==> src/rtl/seq_det_pkg.sv <==
// seq_det_pkg: shared FSM states, default pattern constants and round-robin pick helper
package seq_det_pkg;
  typedef enum logic [1:0] {IDLE, RUN, REPORT} state_e;
  localparam logic [7:0] PAT_DEF = 8'b0000_0110;
  localparam int PAT_LEN_DEF = 4;
  function automatic logic [2:0] rr_pick(input logic [7:0] req, input logic [2:0] ptr, input int n);
    rr_pick = ptr;
    for (int k = n - 1; k >= 0; k--)
      if (req[(int'(ptr) + k) % n]) rr_pick = 3'((int'(ptr) + k) % n);
  endfunction
endpackage

==> src/rtl/seq_det_core.sv <==
// seq_det_core: Moore serial pattern detector with clearable shift register and fill count
module seq_det_core
  import seq_det_pkg::*;
#(
  parameter int PAT_LEN = PAT_LEN_DEF,
  parameter logic [PAT_LEN-1:0] PAT = PAT_LEN'(PAT_DEF)
) (
  input  logic clk,
  input  logic rst,
  input  logic clr,
  input  logic bit_vld,
  input  logic bit_in,
  output logic match,
  output logic y
);
  localparam int FW = $clog2(PAT_LEN + 1);
  logic [PAT_LEN-1:0] sr_q, sr_d;
  logic [FW-1:0] fill_q, fill_d;
  logic y_q;
  always_comb begin
    sr_d = {sr_q[PAT_LEN-2:0], bit_in};
    fill_d = (fill_q == FW'(PAT_LEN)) ? fill_q : fill_q + 1'b1;
    match = bit_vld && sr_d == PAT && fill_d == FW'(PAT_LEN);
  end
  always_ff @(posedge clk or negedge rst) begin
    if (!rst) begin
      sr_q <= '0;
      fill_q <= '0;
      y_q <= 1'b0;
    end else if (clr) begin
      sr_q <= '0;
      fill_q <= '0;
      y_q <= 1'b0;
    end else begin
      y_q <= match;
      if (bit_vld) begin
        sr_q <= sr_d;
        fill_q <= fill_d;
      end
    end
  end
  assign y = y_q;
endmodule

==> src/rtl/seq_det_arbiter.sv <==
// seq_det_arbiter: round-robin shares one pattern detector per frame; SEQ_DET_ARB_TIMEOUT_EN adds idle timeout/abort
module seq_det_arbiter
  import seq_det_pkg::*;
#(
  parameter int NREQ = 2,
  parameter logic [7:0] PAT = PAT_DEF,
  parameter int PAT_LEN = PAT_LEN_DEF,
  parameter int CNT_W = 8,
  parameter int TIMEOUT = 16
) (
  input  logic clk,
  input  logic rst,
  input  logic [NREQ-1:0] req,
  input  logic [NREQ-1:0] bit_in,
  input  logic [NREQ-1:0] bit_vld,
  input  logic [NREQ-1:0] last,
  output logic [NREQ-1:0] gnt,
  output logic y,
  output logic done,
  output logic [$clog2(NREQ)-1:0] done_id,
  output logic [CNT_W-1:0] match_cnt,
  output logic abort
);
  localparam int OW = $clog2(NREQ);
  state_e state_q, state_d;
  logic [OW-1:0] owner_q, owner_d, rr_q, rr_d, id_q, id_d;
  logic [NREQ-1:0] gnt_q, gnt_d;
  logic [CNT_W-1:0] cnt_q, cnt_d, mc_q, mc_d;
  logic done_q, done_d;
  logic acc, match, fin, to;
  assign acc = state_q == RUN && bit_vld[owner_q];
  assign fin = (acc && last[owner_q]) || to;
  seq_det_core #(.PAT_LEN(PAT_LEN), .PAT(PAT[PAT_LEN-1:0])) u_core (
    .clk(clk),
    .rst(rst),
    .clr(state_q == IDLE),
    .bit_vld(acc),
    .bit_in(bit_in[owner_q]),
    .match(match),
    .y(y)
  );
`ifdef SEQ_DET_ARB_TIMEOUT_EN
  localparam int TW = $clog2(TIMEOUT + 1);
  logic [TW-1:0] idle_q;
  logic abort_q;
  assign to = state_q == RUN && !acc && idle_q == TW'(TIMEOUT - 1);
  always_ff @(posedge clk or negedge rst) begin
    if (!rst) begin
      idle_q <= '0;
      abort_q <= 1'b0;
    end else begin
      idle_q <= (state_q != RUN || acc) ? '0 : idle_q + 1'b1;
      abort_q <= to;
    end
  end
  assign abort = abort_q;
`else
  assign to = 1'b0;
  assign abort = 1'b0;
`endif
  always_comb begin
    state_d = state_q;
    owner_d = owner_q;
    rr_d = rr_q;
    gnt_d = gnt_q;
    cnt_d = cnt_q;
    mc_d = mc_q;
    id_d = id_q;
    done_d = 1'b0;
    if (state_q == IDLE) begin
      cnt_d = '0;
      if (|req) begin
        owner_d = OW'(rr_pick(8'(req), 3'(rr_q), NREQ));
        gnt_d = '0;
        gnt_d[owner_d] = 1'b1;
        state_d = RUN;
      end
    end
    if (state_q == RUN) begin
      cnt_d = (match && cnt_q != '1) ? cnt_q + 1'b1 : cnt_q;
      if (fin) begin
        state_d = REPORT;
        gnt_d = '0;
        done_d = 1'b1;
        id_d = owner_q;
        mc_d = cnt_d;
      end
    end
    if (state_q == REPORT) begin
      state_d = IDLE;
      rr_d = (owner_q == OW'(NREQ - 1)) ? '0 : owner_q + 1'b1;
    end
  end
  always_ff @(posedge clk or negedge rst) begin
    if (!rst) begin
      state_q <= IDLE;
      owner_q <= '0;
      rr_q <= '0;
      gnt_q <= '0;
      cnt_q <= '0;
      mc_q <= '0;
      id_q <= '0;
      done_q <= 1'b0;
    end else begin
      state_q <= state_d;
      owner_q <= owner_d;
      rr_q <= rr_d;
      gnt_q <= gnt_d;
      cnt_q <= cnt_d;
      mc_q <= mc_d;
      id_q <= id_d;
      done_q <= done_d;
    end
  end
  assign gnt = gnt_q;
  assign done = done_q;
  assign done_id = id_q;
  assign match_cnt = mc_q;
endmodule
==> config.mk <==
export PLATFORM = sky130hd
export DESIGN_NAME = seq_det_arbiter
export DESIGN_NICKNAME = d
export VERILOG_FILES = /design/src/rtl/seq_det_pkg.sv /design/src/rtl/seq_det_core.sv /design/src/rtl/seq_det_arbiter.sv
export SDC_FILE = /design/constraint.sdc
export NUM_CORES = 1
export LEC_CHECK = 0
export BUFFER_PORTS_ARGS = -buffer_cell sky130_fd_sc_hd__buf_2
export CORE_ASPECT_RATIO = 0.6
export CORE_MARGIN = 2
export CORE_UTILIZATION = 40
export CTS_CLUSTER_DIAMETER = 100
export DETAILED_ROUTE_END_ITERATION = 16
export HOLD_SLACK_MARGIN = 0.15
export SLEW_MARGIN = 40
export SYNTH_ARGS = -nofsm -noshare
export SYNTH_HDL_FRONTEND = slang
export SYNTH_SLANG_ARGS = --single-unit
==> constraint.sdc <==
create_clock -name clk -period 7.04 [get_ports clk]
set_input_delay 1.056 -clock clk [delete_from_list [all_inputs] [get_ports clk]]
set_output_delay 1.056 -clock clk [all_outputs]
set_load 0.02 [all_outputs]
==> flow_metrics.tcl, run 1 <==
set metrics [dict create \
    stdcell_area_um2 1850 \
    area_growth_pct 14.9 \
    synth_warnings 0 \
    diodes 0 \
    setup_tns_ns 0 \
    final_common_cell "dfrtp_1" \
    dr.pass1.iters 4 \
    route.met3.wl_um 209 \
    crit_buf_inv 2 \
    n_fill_cell 353 \
    placedCellCount 228 \
    die_y_um 53.2 \
    min_path_type "reg2reg" \
    reg2reg_slack_ns 4.55 \
    worstMarginPinSlew_ns 0.706 \
    postCtsHoldBufs 0 \
    setup_viol 0 \
    track_usage_pct 17.4 \
    ir_drop_mv 0.110 \
    routedLengthMet1_mm 1.72 \
    seq_area_frac_synth_pct 48.1 \
    postPlaceCellArea_um2 1750 \
    synthMuxAreaShare_pct 7.29 \
    io_buffers 22 \
    wl_mm 3.42 \
    async_reset_ff_share_pct 100 \
    cts_resized 0 \
    syn_area_um2 1610 \
    critPathMaxStageDelay_ns 0.43 \
    routedWlPerCell_um 14.5 \
    numClockSinks 31 \
    vias 1314 \
    synth_compound_area_share_pct 14.5 \
    multiInputGateArea_um2 783 \
    postCtsSetupBuffers 0 \
    grt_pass1_wl_mm 5.80 \
    critical_path_peak_fanout 17 \
    status "finished, final reports clean" \
    pin_count 24 \
    clk_pin_slew_ns 0.06 \
    dp_hpwl_mm 2.53 \
    slew_violations 0 \
    drc 0 \
    synth-seq-cells 31 \
    hold_viol_final 0 \
    final.min_clock_period_ns 2.62 \
    htree_levels 2 \
    final-seq-area_um2 776 \
    globalplace.congestion 0.817 \
    fin_skew_ns 0.00262 \
    synthAdderAreaFrac_pct 2.33 \
    power_density_nw_per_um2 183 \
    crit_required_ns 7.21 \
    post-route-period-util_pct 37.3 \
    cp_cell_sequence "buf_2, mux2_2, and2_0, nand2_1, clkinv_1, mux2_2" \
    cts_tree "built" \
    topRoutingLayerUsed "met4" \
    crit_type "in2reg" \
    synth.avg_cell_area_um2 9.78 \
    synth-simple-area-share_pct 22.6 \
    drive_gt1_share_pct 23.3 \
    initial_core_util_pct 42.9 \
    cts_buffer_depth 2 \
    root_buffer "clkbuf_8" \
    row_count 17 \
    fmax_ghz 0.381 \
    core_area_um2 3760 \
    die_w_um 86.0 \
    arrival_ns 2.79 \
    numCtsBuffers 5 \
    synth_top_family_by_area "simple AND/OR/NAND/NOR gates" \
    antenna_found_initial 0 \
    slew_headroom_pct 53.0 \
    end_kind "register" \
    maxCapViolations 0 \
    die_area_um2 4580 \
    synth_cell_types 41 \
    grt_pass1_vias 1198 \
    syn_inst 165 \
    path_delay_family "multiplexers" \
    layout.nets 201 \
    clock_latency_ns 0.28 \
    critical_path.slowest_cell "mux2_2" \
    p_leak_nw 0.896 \
    dr_wl_met2_mm 1.42 \
    grt_max_degree 32 \
    layout_common_cells "dfrtp_1, nand2_1, buf_2, nor2_1, a21oi_1" \
    via_per_inst 5.57 \
    grt_overflow 0 \
    ant_nets 0 \
    drtIter0Drc 107 \
    crit_top_cell "mux2_2" \
    grt_setup_unrepaired "false" \
    worst_hold_slack_ns 0.506 \
    syn-num-nets 178 \
    yosys.area_share.xor_xnor_pct 1.63 \
    critPathLaunchType "primary input" \
    fin_cells 236 \
    synth_top_flop_cell "dfrtp_1" \
    synth-edff-count 0 \
]
-- final cells by class --
cell class,instances,share of cell area (%)
well taps,47,3.17
multi-input cells,121,42.2
clock buffers,8,5.40
inverters,7,1.42
flip-flops and latches,31,41.8
repair buffers,22,5.94
-- synthesized netlist by cell type (all sizes together) (2+ instances only) --
cell / n / area, um^2
ha: 3 / 37.5
nor4: 6 / 50.0
mux2: 6 / 67.6
a31o: 2 / 17.5
a22o: 2 / 17.5
o31ai: 3 / 22.5
buf: 3 / 17.5
nand4: 2 / 27.5
nand2: 24 / 90.1
inv: 6 / 22.5
a21oi: 9 / 45.0
o21ai: 8 / 40.0
nand3b: 2 / 15.0
dfrtp: 31 / 776
and3: 5 / 31.3
clkbuf: 3 / 11.3
nand3: 7 / 35.0
mux2i: 5 / 50.1
nor2: 15 / 56.3
a31oi: 3 / 18.8
xnor2: 3 / 26.3
-- report_power, final --
part           internal (W)  leakage, nW    total, W  switching, W
combinational    0.00000241        0.469  0.00000808    0.00000567
clock             0.0000891       0.0515    0.000153     0.0000635
sequential         0.000178        0.376    0.000178             0
-- state kept, by name, summed over array words and instances (netlist names) --
name and count:
cnt_q 8, u_core.y 1, done 1, u_core.fill_q 3
owner_q 1, match_cnt 8, done_id 1, state_q 2
u_core.sr_q 3, gnt 2, rr_q 1
-- worst register-to-register path, stage by stage (launching register included) --
cell and delay [ns]:
dfrtp_1 0.37, inv_1 0.07, ha_1 0.21, a21boi_0 0.39, o221ai_2 0.29, nor3_2 0.39, mux2_2 0.39, mux2_2 0.27
-- metal layers --
layer,up-vias,global-route usage (%)
met5,-,0
li1,643,-
met3,9,4.84
met2,38,23.8
met4,0,9.52
met1,624,24.8
-- cell families after synthesis --
kind of cell	count (synthesis)
AO/OA/AOI/OAI	35
XOR/XNOR	3
adder cells (fa/ha/maj)	3
buffers and inverters	13
flip-flops	31
multiplexers	11
other	1
AND/OR/NAND/NOR	68
-- worst paths after layout --
path | from | end | cells past startpoint
max | bit_vld[1] | match_cnt[0] | 6
min | match_cnt[4] | match_cnt[4] | 1
max reg2reg | u_core.fill_q[0] | match_cnt[0] | 7
min reg2reg | match_cnt[4] | match_cnt[4] | 1
max in group asynchronous | rst | match_cnt[7] | 1
min in group asynchronous | rst | gnt[0] | 1
-- stage by stage --
stage	worst slack, ns	power [W]	utilization, %
after floorplan	4.43	0.000184	-
after global routing	4.26	0.000352	49.3
after detailed placement	4.11	0.000190	46.6
final	4.42	0.000339	49.3
after global placement	4.19	0.000189	46.6
after CTS	4.41	0.000342	49.3
No activity file was read; power rests on OpenSTA's default activity.
==> run 2: changes to the inputs <==
clock period = 2.1 ns   (was 7.04 ns; I/O delays follow)
==> run 2 against run 1 <==
Effect of this change:
- the run now ends with setup timing left
- sequential power rose to 3.4 times the previous value
- first-iteration DRC count fell by 12%
- combinational power rose to 3.8 times the previous value
- flip-flop and latch count unchanged
- die area is the same
- global-route usage increased by 3.6 points
- utilization up 11 points
- power increased to 3.4 times the previous value
- cell count up 15%
- final area is 22% higher
- register-to-register slack lost 4.6 ns
==> flow_metrics.tcl, run 2 (synthesized netlist as in run 1, its figures left out) <==
set metrics [dict create \
    vias 1487 \
    antenna_found_initial 0 \
    fmax_ghz 0.464 \
    root_buffer "clkbuf_8" \
    swShare_pct 21.4 \
    wl_mm 4.34 \
    via_per_inst 5.49 \
    n_fill_cell 300 \
    track_usage_pct 21.0 \
    power_density_nw_per_um2 510 \
    p_leak_nw 1.07 \
    crit_required_ns 2.27 \
    clock_latency_ns 0.29 \
    drive_gt1_share_pct 40.6 \
    seqPwrFrac_pct 51.8 \
    area_growth_pct 40.0 \
    worst_hold_slack_ns 0.296 \
    grt_max_degree 32 \
    ant_nets 0 \
    critical_path_peak_fanout 6 \
    crit_buf_inv 2 \
    io_buffers 22 \
    diodes 0 \
    numClockSinks 31 \
    setup_viol 3 \
    min_path_type "in2reg" \
    cts_buffer_depth 2 \
    fin_skew_ns 0.00796 \
    p_sw_w 0.000247 \
    initial_core_util_pct 42.9 \
    layout.nets 236 \
    grt_pass1_vias 1473 \
    die_y_um 53.2 \
    dp_hpwl_mm 2.85 \
    cp_cell_sequence "buf_4, buf_4, ha_2, nand3b_1, o221ai_4, nor3_4, mux2_4, mux2_4" \
    die_area_um2 4580 \
    worstMarginPinSlew_ns 0.733 \
    fin_cells 271 \
    layout_setup_ws_ns -0.0532 \
    maxCapViolations 0 \
    critPathMaxStageDelay_ns 0.39 \
    grt_pass1_wl_mm 7.10 \
    post-route-period-util_pct 103 \
    drc 0 \
    p_clk_share_pct 45.6 \
    slew_headroom_pct 51.1 \
    pin_count 24 \
    final.min_clock_period_ns 2.15 \
    layout_common_cells "buf_4, dfrtp_1, nand2_1, buf_2, nor2_1" \
    critical_path.slowest_cell "dfrtp_1" \
    numCtsBuffers 5 \
    arrival_ns 2.33 \
    drtIter0Drc 94 \
    p_int_w 0.000907 \
    cts_tree "built" \
    grt_setup_unrepaired "true" \
    violations "setup timing" \
    ir_drop_mv 0.228 \
    clk_pin_slew_ns 0.07 \
    crit_type "reg2reg" \
    slew_violations 0 \
    globalplace.congestion 0.899 \
    end_kind "register" \
    path_delay_family "multiplexers" \
    setup_tns_ns -0.105 \
    htree_levels 2 \
    status "complete, but fails checks" \
    final_common_cell "buf_4" \
    grt_overflow 0 \
    row_count 17 \
    die_w_um 86.0 \
    core_area_um2 3760 \
    combinationalPowerShare_pct 2.7 \
    placedCellCount 251 \
    critPathLaunchType "register" \
    routedWlPerCell_um 16.0 \
    hold_viol_final 0 \
    dr.pass1.iters 4 \
]
run 2: worst paths after layout:
check | startpoint | endpoint | slack (ns) | depth (start not counted)
hold reg to reg | match_cnt[2] | match_cnt[2] | 0.48 | 2
setup reg to reg | u_core.fill_q[0] | match_cnt[0] | -0.05 | 8
setup / recovery | u_core.fill_q[0] | match_cnt[0] | -0.05 | 8
max in group asynchronous | rst | u_core.sr_q[2] | 1.00 | 2
min in group asynchronous | rst | owner_q | 0.62 | 2
hold / removal | req[1] | owner_q | 0.30 | 3
run 2: timing repair:
action	4_1_cts	5_1_grt
buffers inserted	7	5
endpoints found under the hold margin	31	0
gates resized for setup	11	14
hold buffers	1	0
pin swaps	3	12
endpoints found under the setup margin	7	15
run 2: worst min-delay path, cell delays in order:
cell	delay, ns
buf_2	0.10
nand3_1	0.08
nand2_1	0.06
run 2: stage by stage:
stage | total power (W) | util, % | setup slack, ns | instance area, um^2
after floorplan | 0.000616 | - | 0.00813 | 1620
after global placement | 0.000637 | 51.4 | -0.0749 | 1940
after detailed placement | 0.000638 | 51.4 | -0.144 | 1940
after CTS | 0.00117 | 57.4 | -0.0655 | 2160
after global routing | 0.00120 | 60.0 | -0.167 | 2260
final | 0.00115 | 60.0 | -0.0532 | 2260
run 2: layer usage:
layer / wire length, um / vias up / global-route usage, % / part of all wire (%)
met3: 229 / 7 / 5.46 / 5.3
met1: 2020 / 736 / 28.2 / 47
met4: 63 / 0 / 9.26 / 1.5
li1: - / 705 / - / -
met2: 2030 / 39 / 32.3 / 47
met5: 0 / - / 0 / 0
run 2: final cells by class:
type	instances	area [um^2]	share of cell area (%)
timing repair buffer	57	383	16.9
multi-input combinational	121	916	40.5
sequential	31	776	34.3
inverter	7	26.3	1.16
clock buffer	8	100	4.43
tap	47	58.8	2.60
run 2: power groups by stage:
stage	Clock (W)	Sequential, W	Combinational [W]
2_1_floorplan	0	0.000608	0.00000767
3_3_place_gp	0	0.000608	0.0000289
3_5_place_dp	0	0.000608	0.0000300
4_1_cts	0.000540	0.000597	0.0000314
5_1_grt	0.000563	0.000597	0.0000350
6_report	0.000525	0.000597	0.0000307
